**src/rtl/spi_slave_if.sv**
```systemverilog
// SPI slave front end: deserialises 10-bit {cmd,payload} words from MOSI and
// serialises one RAM read byte per frame onto MISO, MSB first.
module spi_slave_if #(
  parameter int unsigned DATA_W = 8
) (
  input  logic              clk,
  input  logic              rst_n,
  input  logic              SS_n,
  input  logic              MOSI,
  output logic              MISO,
  output logic [DATA_W+1:0] rx_data,
  output logic              rx_valid,
  input  logic [DATA_W-1:0] tx_data,
  input  logic              tx_valid
);

  localparam int unsigned WordW  = DATA_W + 2;
  localparam int unsigned CntW   = $clog2(WordW + 1);
  localparam int unsigned TxCntW = $clog2(DATA_W + 2);

  typedef enum logic [2:0] {StIdle, StChkCmd, StWrite, StReadAdd, StReadData} state_e;

  state_e            state_q, state_d;
  logic [CntW-1:0]   bit_cnt_q, bit_cnt_d;
  logic [WordW-2:0]  shift_q, shift_d;
  logic [WordW-1:0]  rx_data_q, rx_data_d;
  logic              rx_valid_q, rx_valid_d;
  logic              rd_addr_ok_q, rd_addr_ok_d;
  logic [DATA_W-1:0] tx_shift_q, tx_shift_d;
  logic [TxCntW-1:0] tx_cnt_q, tx_cnt_d;
  logic              miso_q, miso_d;
  logic [WordW-1:0]  word;
  logic              word_done;

  // shift_q already holds bits 9..1 when the last bit arrives on MOSI
  assign word      = {shift_q, MOSI};
  assign word_done = (bit_cnt_q == CntW'(WordW - 1));

  always_comb begin
    state_d      = state_q;
    bit_cnt_d    = bit_cnt_q;
    shift_d      = shift_q;
    rx_data_d    = rx_data_q;
    rx_valid_d   = 1'b0;
    rd_addr_ok_d = rd_addr_ok_q;
    tx_shift_d   = tx_shift_q;
    tx_cnt_d     = tx_cnt_q;
    miso_d       = miso_q;

    if (SS_n) begin
      state_d   = StIdle;
      bit_cnt_d = '0;
      tx_cnt_d  = '0;
      miso_d    = 1'b0;
    end else begin
      unique case (state_q)
        StIdle: begin
          state_d   = StChkCmd;
          bit_cnt_d = '0;
          tx_cnt_d  = '0;
        end
        StChkCmd: begin
          shift_d   = {shift_q[WordW-3:0], MOSI};
          bit_cnt_d = CntW'(1);
          if (!MOSI)             state_d = StWrite;
          else if (rd_addr_ok_q) state_d = StReadData;
          else                   state_d = StReadAdd;
        end
        StWrite, StReadAdd, StReadData: begin
          if (bit_cnt_q < CntW'(WordW)) begin
            shift_d   = {shift_q[WordW-3:0], MOSI};
            bit_cnt_d = bit_cnt_q + CntW'(1);
            if (word_done) begin
              rx_data_d  = word;
              rx_valid_d = 1'b1;
              // 10 arms the next read frame, 11 consumes it
              if (word[WordW-1]) rd_addr_ok_d = ~word[WordW-2];
            end
          end else if (state_q == StReadData) begin
            // tx_cnt: 0 waiting, 1..DATA_W-1 shifting, DATA_W last bit out, DATA_W+1 done
            if (tx_cnt_q == '0) begin
              if (tx_valid) begin
                miso_d     = tx_data[DATA_W-1];
                tx_shift_d = {tx_data[DATA_W-2:0], 1'b0};
                tx_cnt_d   = TxCntW'(1);
              end
            end else if (tx_cnt_q < TxCntW'(DATA_W)) begin
              miso_d     = tx_shift_q[DATA_W-1];
              tx_shift_d = {tx_shift_q[DATA_W-2:0], 1'b0};
              tx_cnt_d   = tx_cnt_q + TxCntW'(1);
            end else if (tx_cnt_q == TxCntW'(DATA_W)) begin
              miso_d   = 1'b0;
              tx_cnt_d = TxCntW'(DATA_W + 1);
            end
          end
        end
      endcase
    end
  end

  always_ff @(posedge clk or negedge rst_n) begin
    if (!rst_n) begin
      state_q      <= StIdle;
      bit_cnt_q    <= '0;
      shift_q      <= '0;
      rx_data_q    <= '0;
      rx_valid_q   <= 1'b0;
      rd_addr_ok_q <= 1'b0;
      tx_shift_q   <= '0;
      tx_cnt_q     <= '0;
      miso_q       <= 1'b0;
    end else begin
      state_q      <= state_d;
      bit_cnt_q    <= bit_cnt_d;
      shift_q      <= shift_d;
      rx_data_q    <= rx_data_d;
      rx_valid_q   <= rx_valid_d;
      rd_addr_ok_q <= rd_addr_ok_d;
      tx_shift_q   <= tx_shift_d;
      tx_cnt_q     <= tx_cnt_d;
      miso_q       <= miso_d;
    end
  end

  assign MISO     = miso_q;
  assign rx_data  = rx_data_q;
  assign rx_valid = rx_valid_q;

endmodule

```
**config.mk**
```make
export PLATFORM = sky130hd
export DESIGN_NAME = spi_slave_if
export DESIGN_NICKNAME = d
export VERILOG_FILES = /design/src/rtl/spi_slave_if.sv
export SDC_FILE = /design/constraint.sdc
export NUM_CORES = 1
export LEC_CHECK = 0
export ABC_CLOCK_PERIOD_IN_PS = 2700
export CORE_ASPECT_RATIO = 1.25
export CORE_MARGIN = 2
export CORE_UTILIZATION = 58
export CTS_CLUSTER_SIZE = 12
export DETAILED_ROUTE_END_ITERATION = 7
export GPL_TIMING_DRIVEN = 0
export PLACE_DENSITY = 0.84
export SLEW_MARGIN = 20
export SYNTH_ARGS = -nofsm -noshare
export SYNTH_HDL_FRONTEND = slang
export SYNTH_SLANG_ARGS = --single-unit
export TNS_END_PERCENT = 1
```
**constraint.sdc**
```tcl
create_clock -name clk -period 2.7 [get_ports clk]
set_input_delay 0.405 -clock clk [delete_from_list [all_inputs] [get_ports clk]]
set_output_delay 0.405 -clock clk [all_outputs]
set_load 0.005 [all_outputs]
```
==> parameters.txt <==
Parameter                              Value

Routing
  Mean routed wirelength per cell    15.0 um
  Initial drt markers    approximately 40
  Routed via count divided by cell count    5.80
  Antenna Violating Nets Remaining    0
  Drt drc    0
  Detailed-route wire length    3320 um
  Overall via count from detail_route    between 1000 and 1500
  Total iterations of the first detailed-routing run    4

Worst setup path
  R2R depth    6
  Type of the worst setup path    primary input to register
  FF-to-FF Start    tx_cnt_q[0]$_DFFE_PN0P_
  Type of element launching the critical path    primary input
  Crit path DAT    2.19 ns
  Endpoint of the lowest-slack register-to-register path    tx_shift_q[3]$_DFFE_PN0P_
  Setup slack of the worst register-to-register path    roughly 0.79 ns
  Data required time of the critical path    approximately 3 ns
  Critical Path Sink Type    register
  CP max FO    10

Finish
  Commonest non-fill, non-tap cells in the layout    dfrtp_1, clkdlybuf4s50_1, mux2_2
  Diodes inserted    0
  Most common cell after layout, fill and taps aside    dfrtp_1
  Share of the core filled with cells    73.5%
  Total area of multi-input combinational cells    between 700 and 800 um^2
  Area used by sequential logic in the layout    ~1000 um^2
  Area grow syn2layout    20.2%
  Number of fill cells    slightly above 200
  Number of nets in the layout    roughly 200
  Fraction of final layout cells sized beyond drive strength 1    roughly 17%

STA
  Achievable clock frequency    around 0.51 GHz
  Post-route worst hold slack    slightly below 0.5 ns
  Period utilization    72.9%
  Hold Vio Cnt, Final    0
  Max-slew violation count    0
  Final TNS setup    0 ns
  Final Critical Period    between 1.5 and 2 ns
  Worst Skew    between 0.007 and 0.008 ns
  Finish-stage setup viols    0
  Slew headroom    between 50% and 60%
  RSZ-0062 raised after global routing    no
  Slew at the pin with the worst max-slew slack    ~0.68 ns

Synth
  Most used DFF post-synth    dfrtp_1
  Netlist Area Pre-Place    roughly 1800 um^2
  Gate count after technology mapping    152
  Part of the Yosys area used for sequential elements    55.1%
  Async SR Flop Fraction    100%
  EDFF count, synth    0
  Library cells used by synthesis    38
  FF+latch count, synth    40
  Mean instance size in the synthesized netlist    about 12 um^2
  Nets in the synthesized netlist    169
  Total number of yosys warnings    0

Placed design
  HPWL reported at the end of detailed placement    around 2500 um
  Final Wtd Congestion    around 0.8
  Count of input and output buffers    24

Job
  Max-cap violation count    0

Clock tree
  Worst skew pair latency    ~0.35 ns
  TritonCTS clock tree    yes
  Buffer depth of the longest clock path    2
  CTS clock-pin slew for the worst setup and hold paths    approximately 0.12 ns
  Number of sinks handled by clock tree synthesis    40
  Clk Tree Root Cell    clkbuf_4
  CTS buffer count    5
  Buffer count from post-CTS setup fixing    0
  CTS H-tree lvls    2

Status
  Outcome    complete, no violations

Global route
  First-pass GRT wire length    5530 um
  Largest net degree at the start of global routing    27
  Vias in the first global route    1297
  Global-route usage over all layers    about 22%
  Grt ovf    0
  Initial antenna violation count    0

Power
  Combinational group share of total power    about an eighth
  Leak Pwr    between 0.001 and 0.0015 uW
  Internal Power    about 860 uW
  Max rail drop VDD    ~0.44 mV
  Portion of total power attributed to the clock network    25.7%
  Switching Share    a little over a quarter
  Part of the total power dissipated in sequential elements    between 60% and 70%
  Power density over the cells    about 530 nW/um^2
  Net Switching    a little over 300 uW

Floorplan
  Die area    around 3600 um^2
  Chip Width    54.1 um
  Vertical die dimension    about 67 um
  Floorplan Core Area    2970 um^2
  Floorplan row count    22
  Starting Density    between 60% and 70%
  Num ports    25

Min path
  Worst hold path type    primary input to asynchronous set/reset pin
registers in the layout, indices dropped and copies added (netlist names):
name	cells
tx_cnt_q	4
shift_q	9
state_q	3
tx_shift_q	7
rx_valid	1
bit_cnt_q	4
MISO	1
rd_addr_ok_q	1
rx_data	10
critical path, stage by stage:
cell,delay [ns]
clkdlybuf4s50_1,0.48
clkbuf_1,0.41
nor2_1,0.14
o2111ai_1,0.24
clkbuf_1,0.35
o21ai_0,0.16
kinds of logic after synthesis:
kind of cell | synth area share, %
flops | 55.1
simple gates | 11.6
compound gates | 11.6
mux | 15.6
buf+inv | 2.27
fa+ha+maj | 2.75
xor+xnor | 0.964
Yosys cell counts (2+ instances only):
master | instances | area, um^2
o2bb2ai_1 | 2 | 17.5
clkbuf_1 | 2 | 7.51
o21a_1 | 2 | 15.0
nand2b_1 | 2 | 12.5
mux2_2 | 19 | 214
nand2_1 | 11 | 41.3
inv_1 | 7 | 26.3
a21oi_1 | 4 | 20.0
nor2_1 | 10 | 37.5
o21ai_0 | 11 | 55.1
mux2i_1 | 7 | 70.1
a31oi_1 | 3 | 18.8
ha_1 | 4 | 50.1
nand3_1 | 3 | 15.0
nor3_1 | 3 | 15.0
dfrtp_1 | 40 | 1000
power groups by stage:
| stage | logic [uW] | clock network, uW | registers (uW) |
|---|---|---|---|
| floorplan | 97.1 | 0 | 717 |
| global route | 158 | 344 | 733 |
| finish | 144 | 300 | 722 |
| detailed placement | 145 | 0 | 735 |
| global placement | 134 | 0 | 731 |
| CTS | 146 | 313 | 722 |
routing by layer:
metal / global-route usage [%] / share of wire (%) / up-vias
li1: - / - / 605
met4: 9.38 / 2.1 / 0
met3: 7.40 / 4.3 / 7
met2: 35.7 / 53 / 29
met5: 0 / 0 / -
met1: 25.0 / 40 / 647
worst max-delay path by stage:
stage                     cells past startpoint                         to                      from  slack (ns)
after floorplan                               6     rx_data[0]$_DFFE_PN0P_  bit_cnt_q[1]$_DFFE_PN0P_        1.07
after global placement                        1     rx_data[8]$_DFFE_PN0P_                     rst_n        0.30
after detailed placement                      6  tx_shift_q[5]$_DFFE_PN0P_                      SS_n        0.39
after CTS                                     6  tx_shift_q[5]$_DFFE_PN0P_                      SS_n        0.77
after global routing                          6  tx_shift_q[3]$_DFFE_PN0P_   tx_cnt_q[0]$_DFFE_PN0P_        0.60
final                                         6  tx_shift_q[5]$_DFFE_PN0P_                      SS_n        0.73
through the flow:
step	area, um^2	cells	power, uW	setup WS [ns]
3_3_place_gp	2100	212	865	0.304
6_report	2180	222	1170	0.731
5_1_grt	2180	222	1230	0.600
3_5_place_dp	2120	213	880	0.386
4_1_cts	2180	222	1180	0.765
2_1_floorplan	1820	152	814	1.07
area by class of cell:
type,instances,share of cell area (%)
inverters,7,1.20
well taps,36,2.06
flip-flops and latches,40,45.8
repair buffers,26,12.1
clock buffers,6,1.89
plain buffers,3,0.687
clock inverters,2,0.745
multi-input cells,102,35.5
what timing repair did:
action | CTS | global route
hold buffers | 1 | 0
endpoints found under the hold margin | 14 | 0
setup endpoints to repair | 0 | 0
resized for setup | 0 | 0
(Power assumes the default switching activity.)
